--- config.mk ---
export PLATFORM = sky130hd
export DESIGN_NAME = fpdiv_arbiter_flat
export DESIGN_NICKNAME = d
export VERILOG_FILES = /design/src/rtl/fpdiv_arbiter_if.sv /design/src/rtl/fpdiv_arbiter.sv /design/src/flat_wrapper.sv
export SDC_FILE = /design/constraint.sdc
export NUM_CORES = 1
export LEC_CHECK = 0
export ABC_AREA = 1
export ABC_CLOCK_PERIOD_IN_PS = 2400
export CORE_AREA = 2 2 164 166
export CTS_BUF_LIST = sky130_fd_sc_hd__clkbuf_16
export DETAILED_ROUTE_END_ITERATION = 16
export DIE_AREA = 0 0 166 168
export PLACE_DENSITY_LB_ADDON = 0.08
export SYNTH_ARGS = -nofsm -noshare
export SYNTH_HDL_FRONTEND = slang
export SYNTH_SLANG_ARGS = --single-unit
--- constraint.sdc ---
create_clock -name CLOCK -period 2.4 [get_ports CLOCK]
set_clock_uncertainty 0.15 [all_clocks]
set_input_delay 0.48 -clock CLOCK [delete_from_list [all_inputs] [get_ports CLOCK]]
set_output_delay 0.48 -clock CLOCK [all_outputs]
set_load 0.05 [all_outputs]
--- src/rtl/fpdiv_arbiter_if.sv ---
// Request, response and divider-side signal bundle for fpdiv_arbiter.
// master is the arbiter's view; slave is the view of the requesters, response sink and divider.
interface fpdiv_arbiter_if #(
   parameter int NUM_REQ = 4,
   parameter int ID_W    = 2
);
   logic [NUM_REQ-1:0]    REQ_VALID;
   logic [NUM_REQ-1:0]    REQ_READY;
   logic [32*NUM_REQ-1:0] REQ_A;
   logic [32*NUM_REQ-1:0] REQ_B;
   logic                  RSP_VALID;
   logic                  RSP_READY;
   logic [ID_W-1:0]       RSP_ID;
   logic [31:0]           RSP_RESULT;
   logic [1:0]            RSP_EXCEPTION;
   logic [31:0]           DIV_A;
   logic [31:0]           DIV_B;
   logic                  DIV_START;
   logic [31:0]           DIV_RESULT;
   logic                  DIV_DONE;
   logic [1:0]            DIV_EXCEPTION;

   modport master (
      input  REQ_VALID, REQ_A, REQ_B, RSP_READY, DIV_RESULT, DIV_DONE, DIV_EXCEPTION,
      output REQ_READY, RSP_VALID, RSP_ID, RSP_RESULT, RSP_EXCEPTION, DIV_A, DIV_B, DIV_START
   );

   modport slave (
      output REQ_VALID, REQ_A, REQ_B, RSP_READY, DIV_RESULT, DIV_DONE, DIV_EXCEPTION,
      input  REQ_READY, RSP_VALID, RSP_ID, RSP_RESULT, RSP_EXCEPTION, DIV_A, DIV_B, DIV_START
   );
endinterface

--- src/rtl/fpdiv_arbiter.sv ---
// Round-robin front end sharing one fpdiv unit among NUM_REQ requesters, one job in flight.
// Define FPDIV_TIMEOUT_EN to add a WAIT-state watchdog and the sticky TIMEOUT_ERR output.
module fpdiv_arbiter #(
   parameter int NUM_REQ        = 4,
   parameter int ID_W           = 2,
   parameter int TIMEOUT_CYCLES = 64
) (
   input  logic            CLOCK,
   input  logic            RESET_N,
   fpdiv_arbiter_if.master bus,
   output logic            BUSY
`ifdef FPDIV_TIMEOUT_EN
   ,
   output logic            TIMEOUT_ERR
`endif
);

   // state   | meaning
   // IDLE    | no job; grant the next valid requester round-robin
   // ISSUE   | operands held on DIV_A/DIV_B, start pulse to the divider
   // GUARD   | one cycle for the divider to drop a stale DONE
   // WAIT    | waiting for DONE (or watchdog expiry)
   // RESPOND | response held until RSP_READY
   typedef enum logic [2:0] {
      S_IDLE,
      S_ISSUE,
      S_GUARD,
      S_WAIT,
      S_RESPOND
   } state_t;

   state_t          state, state_nxt;
   logic [ID_W-1:0] rr_ptr, tag, grant_idx, scan_idx;
   logic            grant_vld;
   logic            timeout_hit;
   logic [31:0]     sel_a, sel_b;

   // Scan downward so the lowest offset from rr_ptr+1 is the one left standing.
   always_comb begin
      grant_vld = 1'b0;
      grant_idx = '0;
      scan_idx  = '0;
      for (int i = NUM_REQ; i >= 1; i--) begin
         scan_idx = ID_W'((int'(rr_ptr) + i) % NUM_REQ);
         if (bus.REQ_VALID[scan_idx]) begin
            grant_vld = 1'b1;
            grant_idx = scan_idx;
         end
      end
   end

   always_comb begin
      sel_a = '0;
      sel_b = '0;
      for (int k = 0; k < NUM_REQ; k++) begin
         if (grant_idx == ID_W'(k)) begin
            sel_a = bus.REQ_A[32*k +: 32];
            sel_b = bus.REQ_B[32*k +: 32];
         end
      end
   end

   always_comb begin
      bus.REQ_READY = '0;
      if (RESET_N && state == S_IDLE && grant_vld) begin
         bus.REQ_READY[grant_idx] = 1'b1;
      end
   end

   assign bus.DIV_START = (state == S_ISSUE);
   assign BUSY          = (state != S_IDLE);

`ifdef FPDIV_TIMEOUT_EN
   localparam int CNT_W = ($clog2(TIMEOUT_CYCLES + 1) > 8) ? $clog2(TIMEOUT_CYCLES + 1) : 8;

   logic [CNT_W-1:0] wait_cnt;

   assign timeout_hit = (state == S_WAIT) && !bus.DIV_DONE &&
                        (wait_cnt == CNT_W'(TIMEOUT_CYCLES - 1));

   always_ff @(posedge CLOCK or negedge RESET_N) begin
      if (!RESET_N) begin
         wait_cnt    <= '0;
         TIMEOUT_ERR <= 1'b0;
      end else begin
         if (state == S_GUARD) begin
            wait_cnt <= '0;
         end else if (state == S_WAIT) begin
            wait_cnt <= wait_cnt + 1'b1;
         end
         if (timeout_hit) begin
            TIMEOUT_ERR <= 1'b1;
         end
      end
   end
`else
   assign timeout_hit = 1'b0;
`endif

   always_ff @(posedge CLOCK or negedge RESET_N) begin
      if (!RESET_N) begin
         state <= S_IDLE;
      end else begin
         state <= state_nxt;
      end
   end

   always_comb begin
      state_nxt = state;
      unique case (state)
         S_IDLE:    if (grant_vld) state_nxt = S_ISSUE;
         S_ISSUE:   state_nxt = S_GUARD;
         S_GUARD:   state_nxt = S_WAIT;
         S_WAIT:    if (bus.DIV_DONE || timeout_hit) state_nxt = S_RESPOND;
         S_RESPOND: if (bus.RSP_READY) state_nxt = S_IDLE;
         default:   state_nxt = S_IDLE;
      endcase
   end

   always_ff @(posedge CLOCK or negedge RESET_N) begin
      if (!RESET_N) begin
         rr_ptr            <= ID_W'(NUM_REQ - 1);
         tag               <= '0;
         bus.DIV_A         <= '0;
         bus.DIV_B         <= '0;
         bus.RSP_VALID     <= 1'b0;
         bus.RSP_ID        <= '0;
         bus.RSP_RESULT    <= '0;
         bus.RSP_EXCEPTION <= '0;
      end else begin
         unique case (state)
            S_IDLE: begin
               if (grant_vld) begin
                  bus.DIV_A <= sel_a;
                  bus.DIV_B <= sel_b;
                  tag       <= grant_idx;
                  rr_ptr    <= grant_idx;
               end
            end
            S_WAIT: begin
               if (bus.DIV_DONE) begin
                  bus.RSP_VALID     <= 1'b1;
                  bus.RSP_RESULT    <= bus.DIV_RESULT;
                  bus.RSP_EXCEPTION <= bus.DIV_EXCEPTION;
                  bus.RSP_ID        <= tag;
               end else if (timeout_hit) begin
                  bus.RSP_VALID     <= 1'b1;
                  bus.RSP_RESULT    <= 32'h7FC0_0000;
                  bus.RSP_EXCEPTION <= 2'b11;
                  bus.RSP_ID        <= tag;
               end
            end
            S_RESPOND: begin
               if (bus.RSP_READY) begin
                  bus.RSP_VALID <= 1'b0;
               end
            end
            default: ;
         endcase
      end
   end

endmodule

--- src/flat_wrapper.sv ---
// flat-port wrapper written by rule: the top's interface ports become plain ports
module fpdiv_arbiter_flat 
#(
   parameter int NUM_REQ        = 4,
   parameter int ID_W           = 2,
   parameter int TIMEOUT_CYCLES = 64
)
  (CLOCK, RESET_N, BUSY, bus_REQ_VALID, bus_REQ_A, bus_REQ_B, bus_RSP_READY, bus_DIV_RESULT, bus_DIV_DONE, bus_DIV_EXCEPTION, bus_REQ_READY, bus_RSP_VALID, bus_RSP_ID, bus_RSP_RESULT, bus_RSP_EXCEPTION, bus_DIV_A, bus_DIV_B, bus_DIV_START);
  fpdiv_arbiter_if #(.NUM_REQ(NUM_REQ), .ID_W(ID_W)) bus_i ();
  input  logic CLOCK;
  input  logic RESET_N;
  output logic BUSY;
  input wire logic [$bits(bus_i.REQ_VALID)-1:0] bus_REQ_VALID;
  input wire logic [$bits(bus_i.REQ_A)-1:0] bus_REQ_A;
  input wire logic [$bits(bus_i.REQ_B)-1:0] bus_REQ_B;
  input wire logic [$bits(bus_i.RSP_READY)-1:0] bus_RSP_READY;
  input wire logic [$bits(bus_i.DIV_RESULT)-1:0] bus_DIV_RESULT;
  input wire logic [$bits(bus_i.DIV_DONE)-1:0] bus_DIV_DONE;
  input wire logic [$bits(bus_i.DIV_EXCEPTION)-1:0] bus_DIV_EXCEPTION;
  output wire logic [$bits(bus_i.REQ_READY)-1:0] bus_REQ_READY;
  output wire logic [$bits(bus_i.RSP_VALID)-1:0] bus_RSP_VALID;
  output wire logic [$bits(bus_i.RSP_ID)-1:0] bus_RSP_ID;
  output wire logic [$bits(bus_i.RSP_RESULT)-1:0] bus_RSP_RESULT;
  output wire logic [$bits(bus_i.RSP_EXCEPTION)-1:0] bus_RSP_EXCEPTION;
  output wire logic [$bits(bus_i.DIV_A)-1:0] bus_DIV_A;
  output wire logic [$bits(bus_i.DIV_B)-1:0] bus_DIV_B;
  output wire logic [$bits(bus_i.DIV_START)-1:0] bus_DIV_START;
  assign bus_i.REQ_VALID = bus_REQ_VALID;
  assign bus_i.REQ_A = bus_REQ_A;
  assign bus_i.REQ_B = bus_REQ_B;
  assign bus_i.RSP_READY = bus_RSP_READY;
  assign bus_i.DIV_RESULT = bus_DIV_RESULT;
  assign bus_i.DIV_DONE = bus_DIV_DONE;
  assign bus_i.DIV_EXCEPTION = bus_DIV_EXCEPTION;
  assign bus_REQ_READY = bus_i.REQ_READY;
  assign bus_RSP_VALID = bus_i.RSP_VALID;
  assign bus_RSP_ID = bus_i.RSP_ID;
  assign bus_RSP_RESULT = bus_i.RSP_RESULT;
  assign bus_RSP_EXCEPTION = bus_i.RSP_EXCEPTION;
  assign bus_DIV_A = bus_i.DIV_A;
  assign bus_DIV_B = bus_i.DIV_B;
  assign bus_DIV_START = bus_i.DIV_START;
  fpdiv_arbiter #(.NUM_REQ(NUM_REQ), .ID_W(ID_W), .TIMEOUT_CYCLES(TIMEOUT_CYCLES)) u_core (.CLOCK(CLOCK), .RESET_N(RESET_N), .bus(bus_i), .BUSY(BUSY));
endmodule
; ---- After elaboration in Yosys (flattened, before gate mapping)
; Index checks and enable logic that the tools add are counted.
[totals]
in_bits = 298
output_inout_bits = 107
reg_bits = 108
wordCells = 74
[op_classes]
reduce_logical = 11
addsub = 4
n_mux = 34
magnitude_cmp = 6
eq_ne = 10
[ops]
columns = cell, n
row1 = 2-to-1 mux 32 bit, 8
row2 = less-than comparator 2 x 3 -> 1 bit (second input constant), 5
row3 = case mux 3 bit (5 select lines), 1
row4 = 2-to-1 mux 1 bit, 11
row5 = 2-to-1 mux 3 bit, 3
row6 = binary-select mux 1 bit (select 2 bit), 4
row7 = 2-to-1 mux 2 bit, 4
row8 = equality test 3 x 2 -> 1 bit (second input constant), 2
row9 = AND reduction 3 bit, 2
row10 = adder 2 x 1 -> 2 bit (second input constant), 2
row11 = adder 2 bit (second input constant), 2
row12 = equality test 2 bit (second input constant), 2
row13 = 2-to-1 mux 4 bit, 1
row14 = != test 2 bit (second input constant), 2
row15 = AND reduction 2 bit, 2
row16 = equality test 3 x 1 -> 1 bit (second input constant), 1
row17 = equality test 3 bit (second input constant), 1
row18 = logical AND 1 bit, 3
row19 = zero test 3 bit, 1
row20 = nonzero test 3 bit, 1
row21 = demux 1 bit (select 2 bit), 1
row22 = equality test 2 x 1 -> 1 bit (second input constant), 1
row23 = greater-or-equal comparator 2 x 1 -> 1 bit (second input constant), 1
row24 = zero test 2 bit, 1
row25 = 3 further kinds, 3

; ---- Logic depth before layout (Yosys ltp)
; Gate-level depths: netlist of the first run.
[logic_depth]
depth_word = 12
ltp_mapped = 16

; ---- Least setup slack after synthesis of the first run
; No wires, ideal clock.
[synth_path]
kind = reg-to-output
from = reg u_core.rr_ptr[0]
to = out bus_REQ_READY[0]
path_stages_with_launch = 12
path_slack_ns = -0.957
t_arrival_ns = 2.727
cell_sequence = dfstp_2 > inv_2 > nand2_1 > nand2_1 > and2_4 > nand4_1 > nand2_1 > inv_1 > buf_2 > buf_2 > nand2_1 > nor3_1
[synth_between]
elab_chain_cells = 12
elab_cells_between_ends = 27
cone_classes = 4 x add/sub / 2 x order compare / 19 x mux / 2 x reduce/logical
[synth_rtl]
columns = item, line_no
row1 = "start, declared", fpdiv_arbiter.sv:33  ; logic [ID_W-1:0] rr_ptr, tag, grant_idx, scan_idx;
row2 = "start signal, assigned", fpdiv_arbiter.sv:122  ; rr_ptr <= ID_W'(NUM_REQ - 1);
row3 = "start signal, assigned", fpdiv_arbiter.sv:137  ; rr_ptr <= grant_idx;
row4 = adder 2 x 1 -> 2 bit, fpdiv_arbiter.sv:44  ; scan_idx = ID_W'((int'(rr_ptr) + i) % NUM_REQ);
row5 = binary-select mux 1 bit (select 2 bit), fpdiv_arbiter.sv:45  ; if (bus.REQ_VALID[scan_idx]) begin
row6 = 2-to-1 mux 1 bit (not written as such), fpdiv_arbiter.sv:45
row7 = 2-to-1 mux 2 bit (4 in series), fpdiv_arbiter.sv:45
row8 = less-than comparator 2 x 3 -> 1 bit (not written as such) / greater-or-equal comparator 2 x 1 -> 1 bit (equally long branches), fpdiv_arbiter.sv:66  ; bus.REQ_READY[grant_idx] = 1'b1;
row9 = logical AND 1 bit (not written as such), fpdiv_arbiter.sv:66
row10 = 2-to-1 mux 1 bit (not written as such), fpdiv_arbiter.sv:66
row11 = demux 1 bit (select 2 bit), n/a
row12 = 2-to-1 mux 4 bit *, fpdiv_arbiter.sv:65  ; if (RESET_N && state == S_IDLE && grant_vld) begin
row13 = "end, declared", flat_wrapper.sv:20  ; output wire logic [$bits(bus_i.REQ_READY)-1:0] bus_REQ_READY;
; Mark *: on every way between the ends. The rest lies on a longest branch, timed or not. The select of a mux whose other input is x is not followed.

; ---- Worst setup path in the final report of the first run
[layout_path]
from = in bus_REQ_VALID[3]
to = out bus_REQ_READY[0]
[layout_between]
elab_chain_cells = 11
elab_cells_between_ends = 23
cone_classes = 2 x order compare / 19 x mux / 2 x reduce/logical
[layout_rtl]
columns = item, line_no
row1 = "start, declared", flat_wrapper.sv:13  ; input wire logic [$bits(bus_i.REQ_VALID)-1:0] bus_REQ_VALID;
row2 = binary-select mux 1 bit (select 2 bit), fpdiv_arbiter.sv:45
row3 = 2-to-1 mux 1 bit (not written as such), fpdiv_arbiter.sv:45
row4 = 2-to-1 mux 2 bit (4 in series), fpdiv_arbiter.sv:45
row5 = less-than comparator 2 x 3 -> 1 bit (not written as such) / greater-or-equal comparator 2 x 1 -> 1 bit (equally long branches), fpdiv_arbiter.sv:66
row6 = logical AND 1 bit (not written as such), fpdiv_arbiter.sv:66
row7 = 2-to-1 mux 1 bit (not written as such), fpdiv_arbiter.sv:66
row8 = demux 1 bit (select 2 bit), n/a
row9 = 2-to-1 mux 4 bit *, fpdiv_arbiter.sv:65
; Marks and branches as above.

==> results.txt, run 1 <==
wire per inst - 18.3 um
Worst Path Required - 1.77 ns
H-tree depth - 3
Final Worst Setup Slack - -0.367 ns
Synth Warn # - 0
max_cap viols - 0
Post-synth EDFFs - 0
Sink Count - 108
synth unique cells - 24
post-synthesis register bit count - 108
post-synthesis cell area - 6470 um^2
worst r2r dst - u_core.bus.DIV_A[5]
vias in the first global route - 7721
share of cells above drive strength 1 - 12.9%
Rel. slew slack - 56.0%
Tcrit/Tclk final - 115%
Seq/Total Area, Yosys - 41.8%
share of the synthesized area in the top cell type - 41.0%
I/O pins - 405
Design Power - 22400 uW
grt ovf - 0
CP arrival - 2.14 ns
Setup crit start kind - input port
DRC viols - 0
Reg2Reg Setup Slack - -0.25 ns
Avg Synthesized Cell Area - 7.19 um^2
largest net degree at the start of global routing - 109
Reg2Reg Depth - 19
fill count - 2653
initial DRC count - 340
Skew-Pair Late Insertion Delay - 0.35 ns
crit-path max FO - 6
total die area - 27900 um^2
Hold WC Path Type - in -> async
Slew Viols, Final - 0
CTS Buffer Depth - 2
drt first pass iters - 4
Final Wtd Congestion - 0.837
initial antenna violation count - 6
Hold Buf Count CTS - 0
Static Leak - 0.00541 uW
outcome - finished, violations left
cts bufs inserted - 9
CP endpoint kind - output port
Die Width - 166 um
Tmin final - 2.77 ns
clock-pin transition on the worst setup and hold timing paths - 0.08 ns
synth top area cells - dfrtp_1 (41%), nand2_1 (15%), nand3_1 (11%), nand4_1 (7.0%), mux2_2 (5.9%)
via count - 7747
worst r2r src - u_core.rr_ptr[0]
Layout Nets - 1614
post-synth top area cell - dfrtp_1
CTS tree - built
IO Port Bufs - 404
asr flop ratio synth - 100%
Post-DRT Antenna Nets - 0
CTS root buffer - clkbuf_16
total core area - 26400 um^2
Final Hold Viols - 0
ys flop type - dfrtp_1
pwr dens - 1860 nW/um^2
failing checks - setup timing
Fin Setup TNS - -9.48 ns
most common cell in the netlist - nand2_1
drt via density - 4.65
Max VDD drop - 0.000892 V
syn_nets - 1198
die height - 168 um
Synth Instances - 900
row count - 60
final wirelength - 30600 um
slew of the pin with the lowest slew margin - 0.660 ns
Layout area overhead - 86.2%
Peak Freq - 361 MHz
Final HPWL DP - 21500 um
top cells by count, synth - nand2_1 (263), nand3_1 (137), dfrtp_1 (106)
first-pass GRT wire length - 45400 um
# setup viols final - 67
total track usage - 20.8%
WS Path Type - in -> out
Starting Density - 24.6%
RSZ-0062 raised after global routing - yes
[cell families (layout without fill, tap and decap cells)]
kind of cell | count (synthesis) | after routing | share of synthesized area, %
simple gates | 560 | 560 | 38.7
buf+inv | 135 | 556 | 8.64
flops | 108 | 108 | 41.8
compound gates | 63 | 63 | 4.93
mux | 34 | 34 | 5.92
other cells | 0 | 4 | 0
[layer usage]
metal  track usage, %  part of all wire (%)  up-vias
met1             25.6                    42     3594
met2             35.1                    49      300
li1                 -                     -     3812
met3             5.95                   6.9       37
met4             7.07                   2.2        4
met5                0                 0.088        -
[worst max-delay path, stage by stage]
cell and delay (ns):
clkdlybuf4s50_1 0.49, inv_1 0.05, nand2_1 0.11, nand3_2 0.11
nand2_2 0.09, inv_2 0.05, nand2_4 0.08, nand2_2 0.08
nand2_4 0.10, nand2_8 0.09, nor3_4 0.22, buf_12 0.17
[layout make-up]
type,count,area [um^2],area share (%)
antenna,4,10.0,0.0831
sequential,108,2710,22.4
clock inverter,7,86.3,0.716
inverter,66,255,2.12
clock buffer,9,225,1.87
multi-input combinational,657,3360,27.9
tap,341,427,3.54
timing repair buffer,474,4980,41.3
[sequential cells by signal (all words and copies together), names as in the netlist]
| name | count |
|---|---|
| u_core.bus.DIV_A | 32 |
| u_core.bus.DIV_B | 32 |
| u_core.bus.RSP_EXCEPTION | 2 |
| u_core.bus.RSP_ID | 2 |
| u_core.bus.RSP_RESULT | 32 |
| u_core.bus.RSP_VALID | 1 |
| u_core.rr_ptr | 2 |
| u_core.state | 3 |
| u_core.tag | 2 |
[layout by cell type, fill, tap and decap left out, types with 2 or more instances in the layout]
master           netlist  final
nand3_1              137    134
diode_2                0      4
buf_8                  0      4
nand2_1              263    246
clkinv_4               0      2
nand4_1               72     72
buf_6                  1     10
nand2_8                0      3
inv_6                  0      2
o21ai_0               41     41
nand3_2                0      3
nor2_2                 0      2
buf_4                  6     40
clkinv_8               0      2
o21ai_1               20     20
dfrtp_1              106    106
nand2_4                1      2
inv_1                 63     61
inv_2                  3      3
buf_12                 0     16
nor3_4                 0      2
nand2_2                3     16
nor2_1                77     73
nor2_4                 2      4
mux2_2                34     34
buf_16                 0      4
clkdlybuf4s50_1        0    394
clkbuf_16              0     14
dfstp_2                2      2
[where the power goes]
group | internal (uW) | total (uW) | switching [uW]
clock | 758 | 1620 | 861
sequential | 2760 | 3240 | 486
combinational | 6870 | 17600 | 10700
[through the flow]
| stage | util [%] | hold slack (ns) | cells | setup slack [ns] | cell area (um^2) |
|---|---|---|---|---|---|
| after floorplan | - | 0.0344 | 900 | -0.186 | 6580 |
| after global placement | 42.6 | 0.310 | 1622 | -0.372 | 11200 |
| after detailed placement | 42.6 | 0.314 | 1622 | -0.382 | 11200 |
| after CTS | 44.7 | 0.186 | 1649 | -0.343 | 11800 |
| after global routing | 45.7 | 0.203 | 1666 | -0.474 | 12100 |
| final | 45.7 | 0.136 | 1666 | -0.367 | 12100 |
[worst max-delay path by stage]
stage                startpoint                to  slack, ns  depth (start not counted)
6_report       bus_REQ_VALID[3]  bus_REQ_READY[0]      -0.37                         12
5_1_grt        u_core.rr_ptr[0]  bus_REQ_READY[0]      -0.47                         11
4_1_cts        u_core.rr_ptr[0]  bus_REQ_READY[1]      -0.34                         11
3_5_place_dp   bus_REQ_VALID[2]  bus_REQ_READY[3]      -0.38                         12
3_3_place_gp   bus_REQ_VALID[3]  bus_REQ_READY[3]      -0.37                         13
2_1_floorplan  u_core.rr_ptr[0]  bus_REQ_READY[0]      -0.19                         12
[repair_timing]
action,4_1_cts,5_1_grt
hold endpoints to repair,0,0
gates resized for setup,22,26
gates cloned,4,5
buffers inserted,8,8
setup endpoints to repair,46,68
pin swaps,10,7
(Power assumes the default switching activity.)
==> run 2: changes to the inputs <==
--- a/config.mk
+++ b/config.mk
@@ -12,6 +12,8 @@
 export DETAILED_ROUTE_END_ITERATION = 16
 export DIE_AREA = 0 0 166 168
 export PLACE_DENSITY_LB_ADDON = 0.08
+export RECOVER_POWER = 25
+export SLEW_MARGIN = 0
 export SYNTH_ARGS = -nofsm -noshare
 export SYNTH_HDL_FRONTEND = slang
 export SYNTH_SLANG_ARGS = --single-unit
==> results.txt, run 2 (synthesized netlist as in run 1, its figures left out) <==
outcome - finished, violations left (unchanged)
failing checks - capacitance limit, slew limit, setup timing (was setup timing)
I/O pins - 405 (unchanged)
Sink Count - 108 (unchanged)
min-delay src - u_core.bus.DIV_A[30]
Post-DRT Antenna Nets - 0 (unchanged)
commonest non-fill, non-tap cell in the layout - clkdlybuf4s50_1 (unchanged)
fill count - 2655 (was 2653)
Hold Buf Count CTS - 0 (unchanged)
# setup viols final - 67 (unchanged)
Top Registers - u_core.bus.DIV_A x32, u_core.bus.DIV_B x32, u_core.bus.RSP_RESULT x32 (unchanged)
Layout area overhead - 86.0% (was 86.2%)
met3 wire length - 2130 um (was 2110 um)
CTS tree - built (unchanged)
total die area - 27900 um^2 (unchanged)
initial DRC count - 350 (was 340)
Final Wtd Congestion - 0.837 (unchanged)
largest net degree at the start of global routing - 109 (unchanged)
Tmin final - 2.77 ns (about the same)
CP bufs+invs - 4 (unchanged)
wire per inst - 18.3 um (about the same)
Rel. slew slack - -6.82% (was 56.0%)
met2 wire length - 15000 um (was 14900 um)
Place WS - -0.382 ns (unchanged)
Storage cell area - 2710 um^2 (unchanged)
Crit-path slowest cell - clkdlybuf4s50_1 (unchanged)
drt via density - 4.64 (was 4.65)
initial antenna violation count - 6 (unchanged)
worst r2r src - u_core.rr_ptr[0] (unchanged)
Multi-input gate area - 3360 um^2 (unchanged)
vias in the first global route - 7721 (unchanged)
Slew Viols, Final - 109 (was 0)
H-tree depth - 3 (unchanged)
total track usage - 20.8% (unchanged)
CP arrival - 2.14 ns (about the same)
Final Hold Viols - 0 (unchanged)
IO Port Bufs - 404 (unchanged)
total core area - 26400 um^2 (unchanged)
Critical path origin - bus_REQ_VALID[3] (unchanged)
CTS root buffer - clkbuf_16 (unchanged)
via count - 7730 (was 7747)
utilization after layout - 45.7% (about the same)
Final Worst Setup Slack - -0.368 ns (was -0.367 ns)
Peak Freq - 361 MHz (about the same)
Layout Nets - 1614 (unchanged)
first-pass GRT wire length - 45400 um (unchanged)
clock-pin transition on the worst setup and hold timing paths - 0.09 ns (was 0.08 ns)
Top delay family on crit path - simple AND/OR/NAND/NOR gates (unchanged)
row count - 60 (unchanged)
die height - 168 um (unchanged)
Setup crit start kind - input port (unchanged)
Fin Setup TNS - -9.61 ns (was -9.48 ns)
max_cap viols - 1 (was 0)
CTS Buffer Depth - 2 (unchanged)
RSZ-0062 raised after global routing - yes (unchanged)
Worst Path Required - 1.77 ns (about the same)
cts bufs inserted - 9 (unchanged)
Starting Density - 24.6% (unchanged)
CP max stage delay - 0.49 ns (about the same)
Skew-Pair Late Insertion Delay - 0.35 ns (about the same)
critical-path cell list - clkdlybuf4s50_1 > inv_1 > nand2_1 > nand3_2 > nand2_2 > inv_2 > nand2_4 > nand2_2 > nand2_4 > nand2_8 > nor3_4 > buf_12 (unchanged)
CP endpoint kind - output port (unchanged)
Static Leak - 0.00540 uW (was 0.00541 uW)
wire length on met1 - 12700 um (was 12800 um)
drt first pass iters - 4 (unchanged)
crit-path max FO - 6 (unchanged)
pwr dens - 1860 nW/um^2 (about the same)
Die Width - 166 um (unchanged)
DRC viols - 0 (unchanged)
Tcrit/Tclk final - 115% (about the same)
share of cells above drive strength 1 - 12.9% (unchanged)
Top Metal Used - met5 (unchanged)
Max VDD drop - 0.000892 V (about the same)
final wirelength - 30600 um (about the same)
WS Path Type - in -> out (unchanged)
Final HPWL DP - 21500 um (unchanged)
commonest cells after routing, fill and taps aside - clkdlybuf4s50_1 (394), nand2_1 (246), nand3_1 (134) (unchanged)
Hold WC Path Type - reg -> reg (was in -> async)
grt ovf - 0 (unchanged)
slew of the pin with the lowest slew margin - 1.60 ns (was 0.660 ns)
## run 2: changes by cell type in the layout (fill, tap and decap cells not counted), sizes merged
cell	change
buf	-2
clkbuf	+2
## run 2: final timing paths
check / endpoint / slack, ns / depth (start not counted)
worst max-delay path: bus_REQ_READY[0] / -0.37 / 12
worst min-delay path: u_core.bus.DIV_A[30] / 0.34 / 2
worst max register to register: u_core.bus.DIV_A[5] / -0.25 / 19
worst min register to register: u_core.bus.DIV_A[30] / 0.34 / 2
max in group asynchronous: u_core.bus.DIV_B[2] / 0.38 / 2
min in group asynchronous: u_core.bus.DIV_B[4] / 0.70 / 2
## run 2: stage by stage
step / hold slack, ns / instance area [um^2] / instances / total power [uW]
2_1_floorplan: 0.0344 / 6580 / 900 / 13100
3_3_place_gp: 0.310 / 11200 / 1622 / 18500
3_5_place_dp: 0.314 / 11200 / 1622 / 18600
4_1_cts: 0.186 / 11800 / 1649 / 21600
5_1_grt: 0.351 / 12000 / 1666 / 24000
6_report: 0.336 / 12000 / 1666 / 22400
## run 2: per-layer routing
layer | vias up | track usage, %
li1 | 3810 | -
met1 | 3584 | 25.6
met2 | 294 | 35.1
met3 | 38 | 5.95
met4 | 4 | 7.07
met5 | - | 0
## run 2: what timing repair did
action / 4_1_cts / 5_1_grt
pin swaps: 10 / 7
resized for setup: 22 / 26
buffers inserted: 8 / 8
cloned: 4 / 5
setup endpoints to repair: 46 / 68
## run 2: layout make-up
| cell class | count | share of cell area, % |
|---|---|---|
| clock buffer | 9 | 1.87 |
| multi-input combinational | 657 | 27.9 |
| clock inverter | 7 | 0.717 |
| antenna | 4 | 0.0832 |
| inverter | 66 | 2.12 |
| tap | 341 | 3.54 |
| sequential | 108 | 22.5 |
| timing repair buffer | 474 | 41.3 |
## run 2: worst reg2reg max path: stages, from the launching register on
cell,delay [ns]
dfstp_2,0.62
inv_4,0.08
nand2_1,0.06
nand2_1,0.08
nand2_2,0.09
nand2_1,0.06
nand2_2,0.07
buf_4,0.11
buf_6,0.10
nand2_8,0.08
buf_6,0.14
buf_4,0.14
nor2_4,0.12
buf_6,0.17
buf_4,0.14
clkbuf_16,0.15
nand2_1,0.05
nand3_1,0.08
nor2_2,0.04
nor2_1,0.08
## run 2: where the power goes
part           switching [uW]  internal [uW]  leakage (uW)
clock                     855            757      0.000151
sequential                484           2760       0.00129
combinational           10700           6860       0.00396
total                   12000          10400       0.00540
